[config.mk]
export PLATFORM = sky130hd
export DESIGN_NAME = segmented_display_arbiter
export DESIGN_NICKNAME = d
export VERILOG_FILES = /design/src/rtl/segmented_display_arbiter.sv
export SDC_FILE = /design/constraint.sdc
export NUM_CORES = 1
export LEC_CHECK = 0
export BUFFER_PORTS_ARGS = -buffer_cell sky130_fd_sc_hd__buf_2
export CAP_MARGIN = 30
export CELL_PAD_IN_SITES_DETAIL_PLACEMENT = 1
export CELL_PAD_IN_SITES_GLOBAL_PLACEMENT = 1
export CORE_MARGIN = 8
export CORE_UTILIZATION = 45
export CTS_BUF_LIST = sky130_fd_sc_hd__clkbuf_4
export CTS_CLUSTER_SIZE = 8
export DETAILED_ROUTE_END_ITERATION = 6
export PLACE_DENSITY_LB_ADDON = 0.05
export SKIP_LAST_GASP = 1
export SLEW_MARGIN = 25
export SYNTH_ARGS = -nofsm -noshare
export SYNTH_HDL_FRONTEND = slang
export SYNTH_SLANG_ARGS = --single-unit
[constraint.sdc]
create_clock -name clock -period 4.1 [get_ports clock]
set_input_delay 0.205 -clock clock [delete_from_list [all_inputs] [get_ports clock]]
set_output_delay 0.205 -clock clock [all_outputs]
set_load 0.01 [all_outputs]
[src/rtl/segmented_display_arbiter.sv]
// Time-shares one segmented display among several sources: round-robin ownership with a
// fixed dwell per turn, a blanking gap between owners, and per-source shadow frame buffers.
module segmented_display_arbiter #(
  parameter int NUMBER_OF_REQUESTERS = 4,
  parameter int NUMBER_OF_NYBBLES    = 8,
  parameter int DWELL_CYCLES         = 50000000,
  parameter int BLANK_CYCLES         = 1000
) (
  input  logic                                                clock,
  input  logic                                                reset_n,
  input  logic [NUMBER_OF_REQUESTERS-1:0]                     request,
  input  logic [NUMBER_OF_REQUESTERS-1:0]                     load,
  input  logic [NUMBER_OF_REQUESTERS*NUMBER_OF_NYBBLES*4-1:0] data_in,
  input  logic [NUMBER_OF_REQUESTERS*NUMBER_OF_NYBBLES-1:0]   dp_in,
  output logic [NUMBER_OF_REQUESTERS-1:0]                     accepted,
  output logic [NUMBER_OF_REQUESTERS-1:0]                     grant,
  output logic                                                active,
  output logic [NUMBER_OF_NYBBLES*4-1:0]                      data,
  output logic [NUMBER_OF_NYBBLES-1:0]                        dp
);

  localparam int NREQ    = NUMBER_OF_REQUESTERS;
  localparam int FRAME_W = NUMBER_OF_NYBBLES * 4;
  localparam int DP_W    = NUMBER_OF_NYBBLES;
  localparam int IDX_W   = (NREQ > 1) ? $clog2(NREQ) : 1;
  localparam int DWELL_W = $clog2(DWELL_CYCLES);
  localparam int BLANK_W = (BLANK_CYCLES > 1) ? $clog2(BLANK_CYCLES) : 1;

  localparam logic [IDX_W-1:0]   LAST_IDX   = IDX_W'(NREQ - 1);
  localparam logic [DWELL_W-1:0] DWELL_LAST = DWELL_W'(DWELL_CYCLES - 1);
  localparam logic [BLANK_W-1:0] BLANK_LAST = BLANK_W'(BLANK_CYCLES - 1);

  typedef enum logic [1:0] {IDLE, SHOW, BLANK} state_t;

  state_t             r_state;
  state_t             w_nextState;
  logic [IDX_W-1:0]   r_lastGrant;
  logic [DWELL_W-1:0] r_dwell;
  logic [BLANK_W-1:0] r_blank;
  logic [FRAME_W-1:0] r_shadowData [NREQ];
  logic [DP_W-1:0]    r_shadowDp   [NREQ];

  logic               w_found;
  logic [IDX_W-1:0]   w_probe;
  logic [IDX_W-1:0]   w_winIdx;
  logic               w_take;
  logic [NREQ-1:0]    w_ownerMask;
  logic [IDX_W-1:0]   w_nextIdx;
  logic [NREQ-1:0]    w_nextGrant;
  logic [FRAME_W-1:0] w_nextData;
  logic [DP_W-1:0]    w_nextDp;

  // Round-robin search starts just above the previous owner and wraps.
  always_comb begin
    w_found  = 1'b0;
    w_probe  = '0;
    w_winIdx = r_lastGrant;
    for (int k = 1; k <= NREQ; k++) begin
      w_probe = IDX_W'((int'(r_lastGrant) + k) % NREQ);
      if (!w_found && request[w_probe]) begin
        w_found  = 1'b1;
        w_winIdx = w_probe;
      end
    end
  end

  assign w_ownerMask = NREQ'(1) << r_lastGrant;

  always_comb begin
    w_nextState = r_state;
    w_take      = 1'b0;
    unique case (r_state)
      IDLE: begin
        if (|request) begin
          w_nextState = SHOW;
          w_take      = 1'b1;
        end
      end
      SHOW: begin
        if (!request[r_lastGrant]) begin
          w_nextState = BLANK;
        end else if (r_dwell == DWELL_LAST && |(request & ~w_ownerMask)) begin
          w_nextState = BLANK;
        end
      end
      BLANK: begin
        if (r_blank == BLANK_LAST) begin
          if (|request) begin
            w_nextState = SHOW;
            w_take      = 1'b1;
          end else begin
            w_nextState = IDLE;
          end
        end
      end
      default: w_nextState = IDLE;
    endcase
  end

  // Outputs are computed for the state being entered, so they are registered yet not late.
  always_comb begin
    w_nextIdx   = w_take ? w_winIdx : r_lastGrant;
    w_nextGrant = '0;
    w_nextData  = '0;
    w_nextDp    = '0;
    if (w_nextState == SHOW) begin
      w_nextGrant = NREQ'(1) << w_nextIdx;
      w_nextData  = r_shadowData[w_nextIdx];
      w_nextDp    = r_shadowDp[w_nextIdx];
    end
  end

  always_ff @(posedge clock or negedge reset_n) begin
    if (!reset_n) begin
      r_state     <= IDLE;
      r_lastGrant <= LAST_IDX;
      r_dwell     <= '0;
      r_blank     <= '0;
    end else begin
      r_state <= w_nextState;
      if (w_take) r_lastGrant <= w_winIdx;
      r_dwell <= (r_state == SHOW && w_nextState == SHOW && r_dwell != DWELL_LAST)
                 ? r_dwell + 1'b1 : '0;
      r_blank <= (r_state == BLANK && w_nextState == BLANK) ? r_blank + 1'b1 : '0;
    end
  end

  always_ff @(posedge clock or negedge reset_n) begin
    if (!reset_n) begin
      grant    <= '0;
      active   <= 1'b0;
      data     <= '0;
      dp       <= '0;
      accepted <= '0;
      for (int i = 0; i < NREQ; i++) begin
        r_shadowData[i] <= '0;
        r_shadowDp[i]   <= '0;
      end
    end else begin
      grant    <= w_nextGrant;
      active   <= (w_nextState == SHOW);
      data     <= w_nextData;
      dp       <= w_nextDp;
      accepted <= load;
      for (int i = 0; i < NREQ; i++) begin
        if (load[i]) begin
          r_shadowData[i] <= data_in[i*FRAME_W +: FRAME_W];
          r_shadowDp[i]   <= dp_in[i*DP_W +: DP_W];
        end
      end
    end
  end

endmodule

* Word-level counts from Yosys, hierarchy flattened
Cells that the tools add are included.
Operators by class: add/subtract/negate cells 6, magnitude comparators 6, shift-type cells 2, bitwise gates (word level) 3, mux-type cells 38, equality and inequality tests 7, reductions and logical operators 13
Operator list (number):
- 2-to-1 mux 32 bit | 3
- binary-select mux 32 bit (select 2 bit) | 1
- adder 26 x 1 -> 26 bit (second input constant) | 1
- == test 26 bit (second input constant) | 1
- 2-to-1 mux 26 bit | 1
- != test 26 bit (second input constant) | 1
- 2-to-1 mux 8 bit | 3
- 2-to-1 mux 2 bit | 9
- binary-select mux 8 bit (select 2 bit) | 1
- < comparator 2 x 3 -> 1 bit (second input constant) | 5
- 2-to-1 mux 1 bit | 11
- adder 10 x 1 -> 10 bit (second input constant) | 1
- binary-select mux 1 bit (select 2 bit) | 5
- == test 10 bit (second input constant) | 1
- 2-to-1 mux 10 bit | 1
- OR reduction 4 bit | 2
- left shift 1 x 2 -> 4 bit (first input constant) | 2
- logical AND 1 bit | 7
- one-hot mux 2 bit (3 select lines) | 1
- adder 2 x 1 -> 2 bit (second input constant) | 2
- adder 2 bit (second input constant) | 2
- AND 4 bit | 1
- == test 2 x 1 -> 1 bit (second input constant) | 2
- == test 2 bit (second input constant) | 2
- 7 further kinds | 9
Word-level totals: logic and storage cells 92, bits in registers 249, output and inout bits 49, input port bits 170

* Depth between registers and ports, before layout
Gate-level depths: netlist (run 1).
depth after elaboration 19, gate-level depth with buffers 15, depth with buffers taken out 8

* Worst setup path before layout (run 1)
No wires, ideal clock.
path kind reg2reg, start point register r_lastGrant[0], end point register data[10], library setup time 0.127 ns, path slack 0.839 ns, cell stages (with the launch flop) 16, required time 3.973 ns, arrival time 3.134 ns, clock period less this slack 3.261 ns, path buffers 7, path through dfstp_2 -> buf_2 -> inv_1 -> buf_2 -> clkbuf_1 -> clkbuf_1 -> ha_1 -> buf_4 -> mux2i_1 -> o311ai_1 -> o2111a_1 -> buf_2 -> buf_2 -> a21oi_1 -> o21ai_0 -> mux2i_1
Between the ends: longest elaborated chain between the ends 19, elaborated cells on any way between the ends 42, classes of those cells add/sub: 4; eq/ne: 1; shift: 1; mux: 25; bitwise: 3; reduce/logical: 8
RTL lines:
- start: declaration | RTL line 37 | logic [IDX_W-1:0] r_lastGrant;
- start signal: assignment | RTL line 121 | if (w_take) r_lastGrant <= w_winIdx;
- adder 2 x 1 -> 2 bit | RTL line 59 | w_probe = IDX_W'((int'(r_lastGrant) + k) % NREQ);
- binary-select mux 1 bit (select 2 bit) | RTL line 60 | if (!w_found && request[w_probe]) begin
- 2-to-1 mux 1 bit (implied by the code) | RTL line 60
- 2-to-1 mux 1 bit | RTL line 60
- logical NOT 1 bit | RTL line 60
- logical AND 1 bit | RTL line 60
- 2-to-1 mux 1 bit | RTL line 60
- logical NOT 1 bit | RTL line 60
- [3 not listed]
- logical AND 1 bit | RTL line 60
- 2-to-1 mux 2 bit | RTL line 60
- 2-to-1 mux 2 bit
- inverter 2 -> 3 bit (implied by the code) | RTL line 108 | w_nextData = r_shadowData[w_nextIdx];
- binary-select mux 32 bit (select 2 bit) | RTL line 108
- 2-to-1 mux 32 bit (implied by the code) (2 in a row) | RTL line 108
- 2-to-1 mux 32 bit (*) | RTL line 106 | if (w_nextState == SHOW) begin
- net w_nextData[10] | RTL line 50 | logic [FRAME_W-1:0] w_nextData;
- end signal: assignment | RTL line 142 | data <= w_nextData;
- end: declaration | RTL line 18 | output logic [NUMBER_OF_NYBBLES*4-1:0] data,
Mark *: on every way through the listed nets, which the timed path passes. The rest lies on a longest branch. The select of a mux whose other input is x is not followed. A chain may end at the register's enable or synchronous reset.

* Worst setup path after layout (run 1)
start point register r_lastGrant[1], end point register data[18]
Same word-level chain as after synthesis.

==> results by stage, run 1 <==
Global routing:
- The total global routing overflow is 0.
- The global-route wire length before repair is 70100 um.
- The number of global-route vias before repair is 12853.
- The initial antenna violation count came to 10.
- The total routing usage reported by global routing is 26.1%.
- Entering global routing, the biggest net connects 119 pins.

STA:
- Summed over all failing endpoints, the final setup total negative slack is 0 ns.
- The count of final setup violators is 0.
- Setup repair after global routing left no endpoint under its margin.
- The number of hold-slack violations in the final timing report is 0.
- Headroom to the max-slew limit came out at 38.3%.
- The setup slack after layout is 0.680 ns.
- The highest clock frequency the design can meet is 292 MHz.
- The actual transition at the worst max-transition pin is 0.926 ns.
- Across all hold checks on the routed design, the worst slack comes to 0.0246 ns.
- The final count of pins violating max slew is 0.
- The final period demand of the worst path is 3.42 ns.
- Clock skew on the completed layout was measured at 0.0780 ns.
- After layout, the worst path uses 83.4% of the clock period.

Critical path:
- Traced cell by cell, the critical path runs through inv_1 > ha_1 > mux2i_1 > o311ai_1 > o2111a_4 > buf_12 > a21oi_1 > o21ai_0 > mux2i_1.
- The most repeated library cell on the critical path is sky130_fd_sc_hd__mux2i_1.
- The slowest library cell on the worst path is sky130_fd_sc_hd__o2111a_4.
- The end of the worst register-to-register path is data[18]$_DFF_PN0_.
- For the worst flop-to-flop path, the logic depth is 9.
- The largest fanout on the critical path is 43.
- The critical path class is flop to flop.
- STA puts the critical path data arrival time at 3.91 ns.
- STA classifies the critical path startpoint as a flop.
- The launch instance of the worst register-to-register path is r_lastGrant[1]$_DFF_PN1_.
- For the worst setup path, the data required time is 4.59 ns.
- The worst-case register-to-register setup slack is 0.68 ns.
- The endpoint type of the worst setup path is a flop.
- The delay contributed by the slowest stage of the critical path is 0.72 ns.

Placement:
- Timing analysis after detailed placement gives a worst setup slack of 0.648 ns.
- In this run the tool buffered the top-level ports with 218 buffer cells.
- At the end of routability-driven placement, the weighted congestion stood at 0.751.
- The post-DP HPWL is 24500 um.
- The number of cells after detailed placement is 1823.
- The placed instances occupy a cell area of 13900 um2.

Logic synthesis:
- Multiplexer cells account for 18.1% of the synthesized area.
- The number of warning messages in the yosys log is 0.
- The xor and xnor area share after synthesis is 2.02%.
- In this run, synthesis inferred 0 flip-flops with an integrated enable.
- Counting every net in the synthesized netlist gives 1482.
- The share of flip-flops with an asynchronous set or reset is 100%.
- Summing the areas of all compound-gate instances in the mapped netlist gives 11.1% of the synthesized area.
- Summing the areas of all and, or, nand and nor instances in the mapped netlist gives 14.7% of the synthesized area.
- The synthesized netlist contains 51 unique library cells.
- The largest family of logic cells by synthesized area is multiplexers.
- The cell area that synthesis handed to floorplanning was 12600 um2.
- The synthesized area per cell is 9.65 um2.
- The synthesized netlist devotes 0.596% of its cell area to adder and majority cells.
- Among all flip-flop cells after synthesis, the most frequent one is sky130_fd_sc_hd__dfrtp_1.
- In this run, synthesis produced a sequential element count of 249.
- Synthesis produced 1306 cells.
- After synthesis, flip-flops and latches occupy 49.5% of the total area.

Power and ir drop:
- For this design the ratio of total power to cell area is 352 nW/um2.
- IR analysis of the VDD net gives a maximum drop of 0.000287 V.
- The static leakage power is 7.56 nW.
- After layout, the design draws a total of 5.90 mW.

Cells and area:
- The layout cell share with drive strength beyond 1 is 29.6%.
- The layout filler cell count is 3101.
- The area growth from synthesis to final layout is 33.0%.
- After the last flow step, the layout net total stands at 1880.
- The final cell area excluding filler cells is 16800 um2.
- The final cell count without fillers is 2141.
- Cells fill 60.5% of the core in the end.

Run status:
- The run finished with clean final reports.

CTS:
- The tree is rooted in a sky130_fd_sc_hd__clkbuf_4.
- The clock sink count is 249.
- Once the clock tree was built, the resizer swapped 0 gates to a different size.
- The number of levels in the clock H-tree is 3.
- After clock tree synthesis, the clock-pin slew on the worst setup and hold paths is 0.07 ns.
- The source-to-sink clock delay at the later pin of the worst-skew pair is 0.69 ns.
- After clock tree synthesis, the flow added hold-fix buffers numbering 184.
- In this run the post-CTS setup repair buffer count came out at 0.
- Clock tree synthesis inserted a total of 71 buffers.
- The CTS tree is done.
- The clock passes through at most 3 buffers.

Die:
- The die extent in x is 183 um.
- Row generation in the floorplan step produced 61 rows.
- The core region area is 27700 um2.
- The die is 183 um tall.
- The overall die area is 33600 um2.
- The initial core utilization is 45.5%.
- The number of top-level pins is 219.

Routing:
- In this run the remaining antenna-violating nets after routing total 0.
- After detailed routing, no signal wire sits above met5.
- For this run, the detailed router's first-pass iteration total came to 4.
- After detailed routing, the met2 layer carries 21400 um of wire.
- In the final routing, the length of wire on met1 measures 18400 um.
- In the routed layout, each cell is associated on average with a via count of 5.35.
- Across all layers, the routed design uses 11461 vias.
- In the final routed layout, each cell accounts on average for 20.3 um.
- For this run, design rule violations remaining after detail routing come to 0.
- The routed design has 43500 um of wire.
- The detailed route wirelength on metal3 is 2040 um.
- For this block, the initial DRC count from the detailed router was 581.

Hold path:
- The min-delay analysis places its worst path in the category primary input to async pin.

Run:
- The number of maximum-capacitance violations is 0.
## cells by family (layout without fill, tap and decap cells)
logic type	after synthesis	after routing
other	0	9
multiplexers	207	207
AND/OR/NAND/NOR	443	443
flip-flops	249	249
adder cells (fa/ha/maj)	6	6
AO/OA/AOI/OAI	267	267
XOR/XNOR	29	29
buffers and inverters	105	553
## power by group
group	internal, mW	switching, mW
Sequential	2.62	0.152
Clock	1.32	1.12
Combinational	0.402	0.280
Total	4.34	1.55
## synthesized netlist by cell type, drive strengths merged, types with 2 or more instances
cell type | n | area share, %
dfrtp | 247 | 49
and2 | 2 | 0.099
ha | 6 | 0.60
and3 | 9 | 0.45
xor2 | 20 | 1.4
nand2b | 2 | 0.099
mux2i | 45 | 3.6
buf | 40 | 2.0
nand3 | 18 | 0.72
nor4b | 2 | 0.14
nand4 | 6 | 0.30
inv | 9 | 0.27
a21oi | 165 | 6.6
a32oi | 2 | 0.14
nor3 | 7 | 0.32
dfstp | 2 | 0.42
nor2 | 40 | 1.2
o21ai | 90 | 3.6
mux2 | 161 | 14
and4 | 5 | 0.37
nor2b | 7 | 0.35
nand2 | 333 | 9.9
clkbuf | 56 | 1.7
or3 | 5 | 0.25
nor4 | 2 | 0.099
o31ai | 2 | 0.16
xnor2 | 9 | 0.63
## worst max-delay path: cells and delay by family, from the launching register on
| kind | cells | cell delay (ns) |
|---|---|---|
| flip-flops | 1 | 0.63 |
| multiplexers | 2 | 0.24 |
| buffers and inverters | 2 | 0.42 |
| AO/OA/AOI/OAI | 4 | 1.51 |
| adder cells (fa/ha/maj) | 1 | 0.46 |
## worst max-delay path by stage
stage                        startpoint                 end  slack, ns  cells after the start
6_report       r_lastGrant[1]$_DFF_PN1_  data[18]$_DFF_PN0_       0.68                      9
5_1_grt        r_lastGrant[1]$_DFF_PN1_  data[18]$_DFF_PN0_       0.40                      9
4_1_cts        r_lastGrant[1]$_DFF_PN1_  data[18]$_DFF_PN0_       0.65                      9
3_5_place_dp   r_lastGrant[1]$_DFF_PN1_  data[18]$_DFF_PN0_       0.65                      9
3_3_place_gp   r_lastGrant[1]$_DFF_PN1_  data[17]$_DFF_PN0_       0.76                      9
2_1_floorplan  r_lastGrant[0]$_DFF_PN1_  data[10]$_DFF_PN0_       0.84                     15
## cell usage in the layout, fill, tap and decap left out, types with 4 or more instances in the layout
cell and n:
sky130_fd_sc_hd__xnor2_1 9, sky130_fd_sc_hd__mux2i_1 45, sky130_fd_sc_hd__clkinv_1 16, sky130_fd_sc_hd__mux2_2 161, sky130_fd_sc_hd__nand2_1 333, sky130_fd_sc_hd__nor2b_1 7, sky130_fd_sc_hd__a21oi_1 165, sky130_fd_sc_hd__ha_1 6
sky130_fd_sc_hd__inv_1 8, sky130_fd_sc_hd__and4_1 4, sky130_fd_sc_hd__nor3_1 6, sky130_fd_sc_hd__dlygate4sd3_1 184, sky130_fd_sc_hd__buf_4 14, sky130_fd_sc_hd__dfrtp_1 247, sky130_fd_sc_hd__nand4_1 6, sky130_fd_sc_hd__nor2_1 40
sky130_fd_sc_hd__buf_2 217, sky130_fd_sc_hd__and3_1 9, sky130_fd_sc_hd__clkbuf_4 101, sky130_fd_sc_hd__o21ai_1 47, sky130_fd_sc_hd__xor2_1 20, sky130_fd_sc_hd__or3_1 5, sky130_fd_sc_hd__o21ai_0 41, sky130_fd_sc_hd__diode_2 9
sky130_fd_sc_hd__nand3_1 18
## sequential cells by signal, indices dropped and copies added, names as in the netlist, 4 cells and up
register,count
data,32
r_blank,10
dp,8
r_dwell,26
grant,4
accepted,4
r_shadowData,128
r_shadowDp,32
## per-layer routing
| metal | GRT usage, % | vias up |
|---|---|---|
| li1 | - | 5292 |
| met1 | 32.0 | 5747 |
| met2 | 43.9 | 304 |
| met3 | 5.54 | 114 |
| met4 | 11.8 | 4 |
| met5 | 0 | - |
## layout make-up
cell class	count	area (um2)	area share, %
clock buffer	101	758	4.52
tap	378	473	2.82
inverter	9	38.8	0.231
antenna	9	22.5	0.134
sequential	249	6240	37.2
clock inverter	22	165	0.985
timing repair buffer	421	3160	18.9
multi-input combinational	952	5900	35.2
(Power assumes the default switching activity.)
==> inputs of run 2 (changes only) <==
CORE_UTILIZATION = 40   (was 45)
clock period = 2.9 ns   (was 4.1 ns; I/O delays follow)
==> run 2 against run 1 <==
Final cell count increased by 1.7%. Sequential power increased by 41%. Sequential share of layout area decreased by 0.40 points. Critical path depth unchanged. Cell area increased by 1.1%. Die area increased by 11%. Worst hold slack improved by 0.0026 ns. Clock-buffer cell count increased by 6. Register-to-register slack got worse by 0.46 ns. Power increased by 39%. Via count decreased by 0.15%. Critical endpoint is now data[20]$_DFF_PN0_.
==> results by stage, run 2 (synthesized netlist as in run 1, its figures left out) <==
Run status:
- Run status: completed (unchanged).

Global routing:
- The initial antenna violation count is 11 (was 10).
- The met1 demand-to-capacity share in global routing is 27.1% (was 32.0%).
- The most congested layer reported by global routing is met2 (unchanged).
- The global-route wire length before repair is 69000 um (was 70100 um).
- The met3 track utilization from global routing is 5.35% (was 5.54%).
- The number of global-route vias before repair came to 12836 (was 12853).
- The met2 usage is 38.4% (was 43.9%).
- The total global routing overflow is 0 (unchanged).
- The maximum number of pins on one net before global-route repair is 92 (was 119).
- The total routing usage reported by global routing is 22.7% (was 26.1%).

Critical path:
- The startpoint class of the critical path is a flop (unchanged).
- The most repeated library cell on the critical path is sky130_fd_sc_hd__mux2i_1 (unchanged).
- The source of the critical timing path is r_lastGrant[0]$_DFF_PN1_ (was r_lastGrant[1]$_DFF_PN1_).
- The critical path class is flop to flop (unchanged).
- The kind of cell with the highest combined delay on the critical path is compound AO/OA/AOI/OAI gates (unchanged).
- The launch instance of the worst register-to-register path is r_lastGrant[0]$_DFF_PN1_ (was r_lastGrant[1]$_DFF_PN1_).
- The arrival time of data at the critical path endpoint is 3.21 ns (was 3.91 ns).
- The slowest library cell on the worst path is sky130_fd_sc_hd__dfstp_4 (was sky130_fd_sc_hd__o2111a_4).
- The delay contributed by the slowest stage of the critical path is 0.64 ns (was 0.72 ns).
- The combined buffer and inverter count along the critical path is 2 (unchanged).
- The largest fanout on the critical path was 33 (was 43).
- The required time of the critical path is 3.43 ns (was 4.59 ns).
- Worst-path cell chain: inv_6 > ha_4 > mux2i_1 > o211ai_1 > o2111a_4 > buf_12 > a21oi_1 > o21ai_0 > mux2i_1 (was inv_1 > ha_1 > mux2i_1 > o311ai_1 > o2111a_4 > buf_12 > a21oi_1 > o21ai_0 > mux2i_1).
- The endpoint type of the worst setup path is a flop (unchanged).

CTS:
- The number of levels in the clock H-tree was 3 (unchanged).
- The number of hold buffers added after CTS is 176 (was 184).
- The CTS buffer count is 73 (was 71).
- The clock sink count is 249 (unchanged).
- The number of gates resized after CTS was 0 (unchanged).
- The clock-pin slew on the worst setup and hold paths is 0.07 ns (about the same).
- The clock root buffer is sky130_fd_sc_hd__clkbuf_4 (unchanged).
- The CTS tree is done (unchanged).
- The maximum number of buffers from clock root to sink is 3 (unchanged).
- The source-to-sink clock delay at the later pin of the worst-skew pair is 0.68 ns (was 0.69 ns).
- The total setup buffers inserted after CTS came to 0 (unchanged).

STA:
- The worst setup skew after layout is 0.0320 ns (was 0.0780 ns).
- The final count of pins violating max slew is 0 (unchanged).
- The headroom to the max-slew limit is 32.6% (was 38.3%).
- The count of final setup violators is 0 (unchanged).
- The highest clock frequency the design can meet came to 374 MHz (was 292 MHz).
- The final period demand of the worst path is 2.68 ns (was 3.42 ns).
- The actual transition at the worst max-transition pin is 1.01 ns (was 0.926 ns).
- Setup repair after global routing missed its margin: no (unchanged).
- The number of hold-slack violations in the final timing report came to 0 (unchanged).
- The setup slack after layout came to 0.223 ns (was 0.680 ns).
- The final total negative setup slack was 0 ns (unchanged).
- The worst hold slack across all endpoints was 0.0272 ns (was 0.0246 ns).
- The final critical-path share of the clock period is 92.3% (was 83.4%).

Placement:
- The setup slack at placement is 0.226 ns (was 0.648 ns).
- The number of port buffers came to 218 (unchanged).
- The number of cells after detailed placement is 1865 (was 1823).
- The post-DP HPWL was 25500 um (was 24500 um).
- The placer congestion estimate came to 0.761 (was 0.751).

Cells and area:
- The final cell count without fillers came to 2178 (was 2141).
- The flip-flop count of the largest register after layout is 128 (unchanged).
- The number of nets in the final layout came to 1891 (was 1880).
- The most common cell after layout, fill and taps aside is sky130_fd_sc_hd__nand2_1 (unchanged).
- Top flop regs: r_shadowData (128), data (32), r_shadowDp (32) (unchanged).
- Commonest non-fill, non-tap cells in the layout: sky130_fd_sc_hd__nand2_1, sky130_fd_sc_hd__dfrtp_1, sky130_fd_sc_hd__buf_2 (unchanged).
- The register ranked first by flip-flop count is r_shadowData (unchanged).
- The layout cell share with drive strength beyond 1 came to 30.7% (was 29.6%).
- The area growth from synthesis to final layout came to 34.5% (was 33.0%).

Die:
- The die extent in x is 193 um (was 183 um).
- The die span in y is 193 um (was 183 um).
- The overall die area was 37400 um2 (was 33600 um2).
- The number of top-level pins is 219 (unchanged).
- The initial core utilization was 40.2% (was 45.5%).
- The number of core rows is 65 (was 61).
- The core region area came to 31300 um2 (was 27700 um2).

Power and ir drop:
- The switching share of power was 26.2% (was 26.4%).
- The power density of the placed cells came to 483 nW/um2 (was 352 nW/um2).
- The share of total power in the clock network came to 40.8% (was 41.5%).
- The largest voltage drop on the vdd net came to 0.000307 V (was 0.000287 V).
- The net load switching power came to 2.14 mW (was 1.55 mW).
- The total chip power is 8.18 mW (was 5.90 mW).
- The internal power contribution came to 6.04 mW (was 4.34 mW).
- The static leakage power is 7.63 nW (was 7.56 nW).
- The sequential group share of total power is 47.7% (was 47.0%).
- The fraction of power consumed by combinational cells came to 11.5% (was 11.6%).

Routing:
- The total vias in the final route is 11444 (was 11461).
- The violation count after the first detailed-route iteration came to 400 (was 581).
- The number of iterations in the first detailed-routing pass is 6 (was 4).
- The number of remaining DRC errors is 0 (unchanged).
- The average wire length per cell after detail routing is 19.5 um (was 20.3 um).
- The antenna violation net count after detailed routing is 0 (unchanged).
- The detailed-route wire length is 42600 um (was 43500 um).
- The via count normalized by instance count is 5.25 (was 5.35).

Run:
- The number of maximum-capacitance violations was 0 (unchanged).

Hold path:
- The worst hold-check path type is primary input to async pin (unchanged).
==> run 2: layout make-up <==
class / instances / area (um2)
clock inverter: 20 / 106
fill: 3557 / 14400
sequential: 249 / 6240
timing repair buffer: 430 / 3320
inverter: 9 / 38.8
tap: 402 / 503
multi-input combinational: 952 / 5920
antenna: 9 / 22.5
clock buffer: 107 / 803
==> run 2: worst paths after layout <==
check | endpoint | slack, ns | cells after the start
hold / removal | r_shadowData[0]$_DFFE_PN0P_ | 0.03 | 2
min in group clock | r_shadowData[90]$_DFFE_PN0P_ | 0.23 | 3
max in group asynchronous | r_lastGrant[1]$_DFF_PN1_ | 1.98 | 3
setup reg to reg | data[20]$_DFF_PN0_ | 0.22 | 9
setup / recovery | data[20]$_DFF_PN0_ | 0.22 | 9
hold reg to reg | r_blank[0]$_DFF_PN0_ | 0.51 | 1
==> run 2: metal layers <==
layer  vias up  wire length, um
met3       111             1940
li1       5328                -
met2       264            20900
met5         -               21
met4         4             1540
met1      5737            18200
==> run 2: through the flow <==
step / utilization, % / cell area (um2)
after global placement: 45.4 / 14200
after CTS: 54.0 / 16900
after floorplan: - / 12700
final: 54.1 / 16900
after global routing: 54.1 / 16900
after detailed placement: 45.4 / 14200
==> run 2: power by group through the flow <==
stage,Combinational (mW),Clock (mW),Sequential [mW]
floorplan,0.438,0,3.89
global placement,0.704,0,3.94
detailed placement,0.729,0,3.96
CTS,0.929,3.47,3.90
global route,1.03,3.66,3.93
finish,0.937,3.34,3.90
==> inputs of run 3 (changes only) <==
BUFFER_PORTS_ARGS = default   (was -buffer_cell sky130_fd_sc_hd__buf_2)
CORE_UTILIZATION = 35   (was 40)
DONT_BUFFER_PORTS = 1   (was default)
==> run 3 against run 2 <==
The flow now finishes with violations (hold timing). First-iteration DRC count fell by 5.0%. Utilization fell by 5.1 points. Via count is 4.2% lower. Routed wire length increased by 4.6%. Clock skew rose by 0.046 ns. Maximum frequency is 0.78% lower. Worst setup slack lost 0.021 ns. Die area is 13% higher. Cell area rose by 2.6%. Sequential power about the same. Global-route usage decreased by 1.3 points. Register-to-register slack lost 0.02 ns. Largest power group unchanged.
==> results by stage, run 3 (synthesized netlist as in run 1, its figures left out) <==
Global routing:
- The number of global-route vias before repair is 12464 (was 12836).
- The global-route wire length before repair is 70900 um (was 69000 um).
- The maximum number of pins on one net before global-route repair was 250 (was 92).
- The total global routing overflow is 0 (unchanged).
- The total routing usage reported by global routing is 21.4% (was 22.7%).
- The initial antenna violation count is 15 (was 11).

STA:
- Setup repair after global routing missed its margin: no (unchanged).
- The worst setup skew after layout is 0.0782 ns (was 0.0320 ns).
- The headroom to the max-slew limit came to 38.1% (was 32.6%).
- The worst hold slack across all endpoints is -0.876 ns (was 0.0272 ns).
- The number of hold-slack violations in the final timing report is 249 (was 0).
- The final count of pins violating max slew came to 0 (unchanged).
- The final critical-path share of the clock period came to 93.0% (was 92.3%).
- The count of final setup violators was 0 (unchanged).
- The highest clock frequency the design can meet is 371 MHz (was 374 MHz).
- The actual transition at the worst max-transition pin is 0.928 ns (was 1.01 ns).
- The final total negative setup slack came to 0 ns (unchanged).
- The final period demand of the worst path is 2.70 ns (was 2.68 ns).

Power and ir drop:
- The largest voltage drop on the vdd net is 0.000416 V (was 0.000307 V).
- The power density of the placed cells is 482 nW/um2 (was 483 nW/um2).
- The static leakage power came to 7.30 nW (was 7.63 nW).

Die:
- The die extent in x came to 206 um (was 193 um).
- The overall die area is 42300 um2 (was 37400 um2).
- The die span in y came to 206 um (was 193 um).
- The number of core rows is 69 (was 65).
- The initial core utilization is 35.5% (was 40.2%).
- The number of top-level pins is 219 (unchanged).
- The core region area is 35500 um2 (was 31300 um2).

CTS:
- The total setup buffers inserted after CTS was 0 (unchanged).
- The clock root buffer is sky130_fd_sc_hd__clkbuf_4 (unchanged).
- The source-to-sink clock delay at the later pin of the worst-skew pair came to 0.75 ns (was 0.68 ns).
- The CTS buffer count came to 76 (was 73).
- The number of levels in the clock H-tree came to 3 (unchanged).
- The number of hold buffers added after CTS is 332 (was 176).
- The CTS tree is done (unchanged).
- The clock sink count came to 249 (unchanged).
- The clock-pin slew on the worst setup and hold paths is 0.07 ns (about the same).
- The maximum number of buffers from clock root to sink is 3 (unchanged).

Cells and area:
- The most common cell after layout, fill and taps aside is sky130_fd_sc_hd__nand2_1 (unchanged).
- The share of the core filled with cells is 49.0% (was 54.1%).
- The area growth from synthesis to final layout is 38.0% (was 34.5%).
- The layout cell share with drive strength beyond 1 is 18.5% (was 30.7%).
- The flip-flop count of the largest register after layout is 128 (unchanged).
- Commonest non-fill, non-tap cells in the layout: sky130_fd_sc_hd__nand2_1, sky130_fd_sc_hd__dlygate4sd3_1, sky130_fd_sc_hd__dfrtp_1 (was sky130_fd_sc_hd__nand2_1, sky130_fd_sc_hd__dfrtp_1, sky130_fd_sc_hd__buf_2).
- The number of nets in the final layout is 1814 (was 1891).
- Top flop regs: r_shadowData (128), data (32), r_shadowDp (32) (unchanged).
- The final cell area excluding filler cells is 17400 um2 (was 16900 um2).
- The final cell count without fillers was 2160 (was 2178).
- The register ranked first by flip-flop count is r_shadowData (unchanged).
- The register area is 6240 um2 (unchanged).
- The layout filler cell count came to 3932 (was 3557).
- The total area of multi-input combinational cells was 5920 um2 (unchanged).

Critical path:
- The number of cell instances on the worst register-to-register path is 9 (unchanged).
- The delay contributed by the slowest stage of the critical path is 0.64 ns (about the same).
- The largest fanout on the critical path came to 40 (was 33).
- The end of the worst register-to-register path is grant[3]$_DFF_PN0_ (was data[20]$_DFF_PN0_).
- The worst-case register-to-register setup slack is 0.20 ns (was 0.22 ns).
- The arrival time of data at the critical path endpoint came to 3.34 ns (was 3.21 ns).
- The startpoint class of the critical path is a flop (unchanged).
- The endpoint type of the worst setup path is a flop (unchanged).
- The kind of cell with the highest combined delay on the critical path is compound AO/OA/AOI/OAI gates (unchanged).
- The required time of the critical path is 3.54 ns (was 3.43 ns).
- The source of the critical timing path was r_lastGrant[0]$_DFF_PN1_ (unchanged).
- The critical path class is flop to flop (unchanged).
- The combined buffer and inverter count along the critical path came to 2 (unchanged).
- The launch instance of the worst register-to-register path is r_lastGrant[0]$_DFF_PN1_ (unchanged).
- Worst-path cell chain: inv_6 > ha_4 > mux2i_1 > o211ai_1 > o2111a_4 > buf_12 > xnor2_1 > nand2_1 > nor2b_1 (was inv_6 > ha_4 > mux2i_1 > o211ai_1 > o2111a_4 > buf_12 > a21oi_1 > o21ai_0 > mux2i_1).
- The slowest library cell on the worst path is sky130_fd_sc_hd__dfstp_4 (unchanged).

Routing:
- The number of iterations in the first detailed-routing pass is 4 (was 6).
- The antenna violation net count after detailed routing was 0 (unchanged).
- The total vias in the final route is 10958 (was 11444).
- The number of remaining DRC errors is 0 (unchanged).
- The detailed-route wire length is 44500 um (was 42600 um).
- The via count normalized by instance count is 5.07 (was 5.25).
- The violation count after the first detailed-route iteration is 380 (was 400).
- The average wire length per cell after detail routing is 20.6 um (was 19.5 um).

Placement:
- The number of cells after detailed placement came to 1689 (was 1865).
- The post-DP HPWL came to 25000 um (was 25500 um).
- The number of port buffers is 0 (was 218).
- The post-detailed-placement cell area is 13000 um2 (was 14200 um2).
- The placer congestion estimate is 0.754 (was 0.761).

Run:
- The number of maximum-capacitance violations is 0 (unchanged).

Run status:
- Run status: complete, but fails checks (was completed).
- The checks that failed: hold timing.

Hold path:
- The worst hold-check path type is primary input to async pin (unchanged).
==> run 3: changes by cell type in the layout (fill, tap and decap cells not counted), sizes merged <==
cell         change
buf            -232
dlygate4sd3    +152
clkbuf           +8
inv              -3
bufinv           -1
diode            -1
==> run 3: final cells by class <==
class / instances / share of cell area, %
multi-input cells: 952 / 34.0
repair buffers: 350 / 21.1
flip-flops and latches: 249 / 35.9
clock buffers: 115 / 4.97
diodes: 8 / 0.115
clock inverters: 16 / 0.345
inverters: 9 / 0.223
well taps: 461 / 3.32
==> run 3: where the power goes <==
| group | leakage (nW) | switching, mW | total, mW | internal, mW |
|---|---|---|---|---|
| Clock | 0.554 | 1.62 | 3.41 | 1.79 |
| Sequential | 3.08 | 0.211 | 3.91 | 3.70 |
| Combinational | 3.66 | 0.324 | 1.06 | 0.739 |
| Total | 7.30 | 2.16 | 8.39 | 6.23 |
==> run 3: what timing repair did <==
action / in CTS / in global routing
resized for setup: 0 / 1
endpoints found under the setup margin: 0 / 1
hold endpoints to repair: 417 / 249
==> run 3: worst max path at each step <==
stage,to,slack (ns),depth (start not counted)
after CTS,grant[3]$_DFF_PN0_,0.19,9
after global placement,data[9]$_DFF_PN0_,0.23,9
after detailed placement,data[9]$_DFF_PN0_,0.22,9
final,grant[3]$_DFF_PN0_,0.20,9
after global routing,grant[3]$_DFF_PN0_,0.02,9
after floorplan,data[12]$_DFF_PN0_,0.007,15
==> run 3: metrics by stage <==
stage               power, mW  setup WS [ns]
floorplan                4.33        0.00691
global placement         4.38          0.231
detailed placement       4.41          0.217
CTS                      8.48          0.190
global route             8.84         0.0198
finish                   8.39          0.202
==> run 3: routing by layer <==
| metal | global-route usage, % | vias up | part of all wire [%] |
|---|---|---|---|
| li1 | - | 5173 | - |
| met1 | 26.4 | 5478 | 44 |
| met2 | 35.2 | 210 | 48 |
| met3 | 6.31 | 83 | 5.3 |
| met4 | 7.25 | 14 | 2.5 |
| met5 | 0 | - | 0.20 |
